--- config.mk ---
export PLATFORM = sky130hd
export DESIGN_NAME = mem_wb_stage
export DESIGN_NICKNAME = d
export VERILOG_FILES = /design/src/rtl/mem_wb_stage.sv
export SDC_FILE = /design/constraint.sdc
export NUM_CORES = 1
export LEC_CHECK = 0
export CORE_MARGIN = 2
export CORE_UTILIZATION = 25
export DETAILED_ROUTE_END_ITERATION = 6
export GPL_TIMING_DRIVEN = 0
export PLACE_DENSITY = 0.6
export SYNTH_ARGS = -nofsm -noshare
export SYNTH_HDL_FRONTEND = slang
export SYNTH_SLANG_ARGS = --single-unit
--- constraint.sdc ---
create_clock -name Clk -period 4.2 [get_ports Clk]
set_input_delay 0.63 -clock Clk [delete_from_list [all_inputs] [get_ports Clk]]
set_output_delay 0.63 -clock Clk [all_outputs]
set_load 0.05 [all_outputs]
--- src/rtl/mem_wb_stage.sv ---
// MEM/WB pipeline register with load alignment/extension, writeback select and retire counter.
// One cycle latency: MEM inputs captured at posedge N drive the register file during cycle N+1; Stall holds, Flush bubbles.
module mem_wb_stage #(
    parameter int COUNT_WIDTH         = 32,
    parameter bit ZERO_WRITE_SUPPRESS = 1'b1
) (
    input  logic                   Clk,
    input  logic                   Clr,
    input  logic                   Stall,
    input  logic                   Flush,
    input  logic                   M_Valid,
    input  logic                   M_Reg_Write,
    input  logic                   M_Mem_To_Reg,
    input  logic                   M_Link,
    input  logic [2:0]             M_Load_Type,
    input  logic [4:0]             M_Write_Reg_Addr,
    input  logic [31:0]            M_Alu_Result,
    input  logic [31:0]            M_Mem_Read_Data,
    input  logic [31:0]            M_PC_Plus8,
    output logic                   W_Valid,
    output logic                   Reg_Write,
    output logic [4:0]             Write_Reg_Addr,
    output logic [31:0]            Write_Reg_Data,
    output logic [COUNT_WIDTH-1:0] Retire_Count
);

    logic        w_valid;
    logic        w_reg_write;
    logic        w_mem_to_reg;
    logic        w_link;
    logic [2:0]  w_load_type;
    logic [4:0]  w_addr;
    logic [31:0] w_alu;
    logic [31:0] w_mem_data;
    logic [31:0] w_pc8;

    logic [COUNT_WIDTH-1:0] retire_count;

    always_ff @(posedge Clk or posedge Clr) begin
        if (Clr) begin
            w_valid      <= 1'b0;
            w_reg_write  <= 1'b0;
            w_mem_to_reg <= 1'b0;
            w_link       <= 1'b0;
            w_load_type  <= 3'd0;
            w_addr       <= 5'd0;
            w_alu        <= 32'd0;
            w_mem_data   <= 32'd0;
            w_pc8        <= 32'd0;
        end else if (Flush) begin
            w_valid      <= 1'b0;
            w_reg_write  <= 1'b0;
            w_mem_to_reg <= 1'b0;
            w_link       <= 1'b0;
            w_load_type  <= 3'd0;
            w_addr       <= 5'd0;
            w_alu        <= 32'd0;
            w_mem_data   <= 32'd0;
            w_pc8        <= 32'd0;
        end else if (!Stall) begin
            w_valid      <= M_Valid;
            w_reg_write  <= M_Reg_Write;
            w_mem_to_reg <= M_Mem_To_Reg;
            w_link       <= M_Link;
            w_load_type  <= M_Load_Type;
            w_addr       <= M_Write_Reg_Addr;
            w_alu        <= M_Alu_Result;
            w_mem_data   <= M_Mem_Read_Data;
            w_pc8        <= M_PC_Plus8;
        end
    end

    // An instruction retires when it leaves WB, so a stalled one is counted only once.
    always_ff @(posedge Clk or posedge Clr) begin
        if (Clr) begin
            retire_count <= '0;
        end else if (w_valid && !Stall) begin
            retire_count <= retire_count + 1'b1;
        end
    end

    logic [7:0]  lane_byte;
    logic [15:0] lane_half;
    logic [31:0] load_data;
    logic [31:0] wb_data;
    logic        addr_ok;
    logic        reg_write;

    always_comb begin
        lane_byte = 8'h00;
        case (w_alu[1:0])
            2'd0:    lane_byte = w_mem_data[7:0];
            2'd1:    lane_byte = w_mem_data[15:8];
            2'd2:    lane_byte = w_mem_data[23:16];
            default: lane_byte = w_mem_data[31:24];
        endcase
        lane_half = w_alu[1] ? w_mem_data[31:16] : w_mem_data[15:0];

        load_data = w_mem_data;
        case (w_load_type)
            3'b001:  load_data = {{24{lane_byte[7]}}, lane_byte};
            3'b010:  load_data = {24'd0, lane_byte};
            3'b011:  load_data = {{16{lane_half[15]}}, lane_half};
            3'b100:  load_data = {16'd0, lane_half};
            default: load_data = w_mem_data;
        endcase

        wb_data = w_alu;
        if (w_link) begin
            wb_data = w_pc8;
        end else if (w_mem_to_reg) begin
            wb_data = load_data;
        end
    end

    assign addr_ok   = ZERO_WRITE_SUPPRESS ? (w_addr != 5'd0) : 1'b1;
    assign reg_write = w_valid & w_reg_write & addr_ok;

    assign W_Valid        = w_valid;
    assign Reg_Write      = reg_write;
    assign Write_Reg_Addr = reg_write ? w_addr : 5'd0;
    assign Write_Reg_Data = reg_write ? wb_data : 32'd0;
    assign Retire_Count   = retire_count;

endmodule

==> flow_summary.toml <==
[drt]
drc_errors = 0
first_iter_violations = 393
drtAntennaViolNets = 0
wire_per_inst_um = 18.92
routed_wl_um = 25140
drt_pass1_iterations = 7
vias_per_cell = 4.710
vias = 6260

[final_layout]
postLayoutCoreUtil_pct = 35.42
fin_nets = 1035
seqCellArea_sq_mm = 0.003503
multi_input_area_sq_mm = 0.003695
drive_gt1_share_pct = 8.663
area_growth_pct = 39.16
fillers = 3017

[synthesis]
ys_types = 59
synth_largest_area_cell = "dfrtp_1"
syn-instance-count = 719
yosys-top-cells-count = "dfrtp_1, nor2_1, mux2i_1, xnor2_1, o21ai_0"
synthArstFlopShare_pct = 100.0
synth.top_cell.area_share_pct = 46.32
ys_seq_area_share_pct = 46.32
synth_nets = 832
dominantRegCellSynth = "dfrtp_1"
ys_top_cells_by_area = "dfrtp_1, mux2i_1, nor2_1"
ys_seq_elements = 140
synth_edf_count = 0
syn_area_sq_mm = 0.007564
avgSynthCellArea_sq_um = 10.52
yosysWarnings = 0
yosysMostFrequentCell = "dfrtp_1"

[timing]
period_share_pct = 93.01
fmax_mhz = 256.0
skew_ns = 0.007114
max_slew.worst_pin.slew_ns = 0.8578
setup_ws_ns = 0.2937
fin_crit_ns = 3.906
relSlewSlack_pct = 42.81
tns_ns = 0
setup_violations = 0
rsz0062_at_grt = "false"
slew_violations = 0
hold_viol = 0

[power_and_ir_drop]
vdd_drop_max_uv = 207.8
power_density_mw_per_mm2 = 343.1
p_leak_nw = 4.570

[floorplan]
die_area_sq_mm = 0.03166
rows = 63
die_height_um = 177.9
coreArea_sq_mm = 0.02972
io_pins = 183
die_w_um = 177.9
initial_core_util_pct = 25.45

[flow_run]
maxCapViolCount = 0

[critical_path]
crit_buf_inv = 3
critPathLaunchType = "flip-flop"
r2r_setup_slack_ns = 2.24
crit_fanout = 10
crit_required_ns = 3.57
critical_path_arrival_ns = 3.28
worstSetupPathType = "flip-flop to primary output"
path_cells = "or4_1 -> o211ai_2 -> inv_2 -> buf_6 -> nand2_1 -> o31ai_1 -> clkdlybuf4s50_1"
critPathTopFamily = "buffers and inverters"
slowest_delay_ns = 0.73
cp-end-kind = "primary output"
critPathSlowestCell = "clkdlybuf4s50_1"

[place]
port_buffers = 181
hpwl_um = 19220
gp_congestion = 0.8950
dp_slack_ns = 0.7545

[clocking]
cts_buffers = 17
cts_sinks = 140
cts_buffer_depth = 2
root_buffer = "clkbuf_16"
cts_hold_buf = 0
h-tree-depth = 4
cts_resized = 0
tritoncts = "yes"
insertion_delay_ns = 0.42
clk_pin_slew_ns = 0.06
post_cts_buffers = 0

[global_routing]
grt_pass1_wl_um = 37990
grt_pass1_vias = 6393
antenna_found_initial = 11
grt_max_degree = 42
grt_usage_pct = 16.12
grt_overflow = 0

[worst_hold_path]
min_path_type = "flip-flop to flip-flop"

[status]
status = "finished clean"
[placed cells by master, fill, tap and decap left out, types with 8 or more instances in the layout]
cell type and count:
nand2_1 12, and3_1 12, mux2i_1 116, inv_1 19, dfrtp_1 140, clkbuf_16 17, nand4_1 18, a221oi_1 14
or2b_1 9, nand2b_1 24, a22o_1 8, clkdlybuf4s50_1 181, nand3_1 12, nor2_1 136, nor3_1 10, buf_2 13
o21ai_0 27, nand3b_1 9, xnor2_1 29, clkbuf_1 22, o211ai_1 8
[kinds of logic (layout without fill, tap and decap cells)]
logic type	Yosys count	after routing	synth area share (%)
and+or+nand+nor	263	263	17.58
adders and majority gates	1	1	0.1654
buffers and inverters	71	287	4.830
xor gates and xnor gates	33	33	3.821
muxes	125	125	18.23
other	0	4	0
DFF	140	140	46.32
AOI/OAI and AO/OA	86	86	9.049
[path summary, 6_finish.rpt]
| kind | start | endpoint | depth (start not counted) |
|---|---|---|---|
| setup / recovery | w_addr[0]$_DFFE_PP0P_ | Write_Reg_Data[15] | 7 |
| hold / removal | Retire_Count[31]$_DFFE_PP0P_ | Retire_Count[31]$_DFFE_PP0P_ | 1 |
| setup reg to reg | Retire_Count[0]$_DFFE_PP0P_ | Retire_Count[30]$_DFFE_PP0P_ | 5 |
| hold reg to reg | Retire_Count[31]$_DFFE_PP0P_ | Retire_Count[31]$_DFFE_PP0P_ | 1 |
| max in group asynchronous | Clr | w_pc8[7]$_DFFE_PP0P_ | 4 |
| min in group asynchronous | Clr | Retire_Count[8]$_DFFE_PP0P_ | 2 |
[report_power, final]
| group | internal (W) | switching, W |
|---|---|---|
| sequential | 0.00142 | 0.0000843 |
| clock | 0.000917 | 0.000592 |
| combinational | 0.000275 | 0.000318 |
[per-stage QoR]
stage          instances  cell area [sq um]  power (W)  hold slack, ns
2_1_floorplan        719               7567   0.001856          0.4805
3_3_place_gp        1290               9867   0.002113          0.4652
3_5_place_dp        1293               9927   0.002128          0.4646
4_1_cts             1325              10520   0.003649          0.4810
5_1_grt             1325              10520   0.003758          0.4968
6_report            1329              10530   0.003611          0.4714
[cell type report]
type / count / area share, %
clock buffer: 21 / 4.470
inverter: 22 / 0.8203
multi-input combinational: 508 / 35.10
tap: 390 / 4.636
antenna: 4 / 0.09510
sequential: 140 / 33.29
timing repair buffer: 184 / 17.78
buffer: 49 / 2.687
clock inverter: 11 / 1.117
[per-layer routing]
layer | up-vias | routed length [um] | GRT usage, % | share of wire, %
li1 | 2959 | - | - | -
met1 | 3047 | 10470 | 19.99 | 42
met2 | 194 | 11940 | 26.07 | 47
met3 | 46 | 2027 | 5.441 | 8.1
met4 | 14 | 615 | 5.738 | 2.4
met5 | - | 91 | 0 | 0.36
Note: power is estimated with default switching activity, not from simulation.
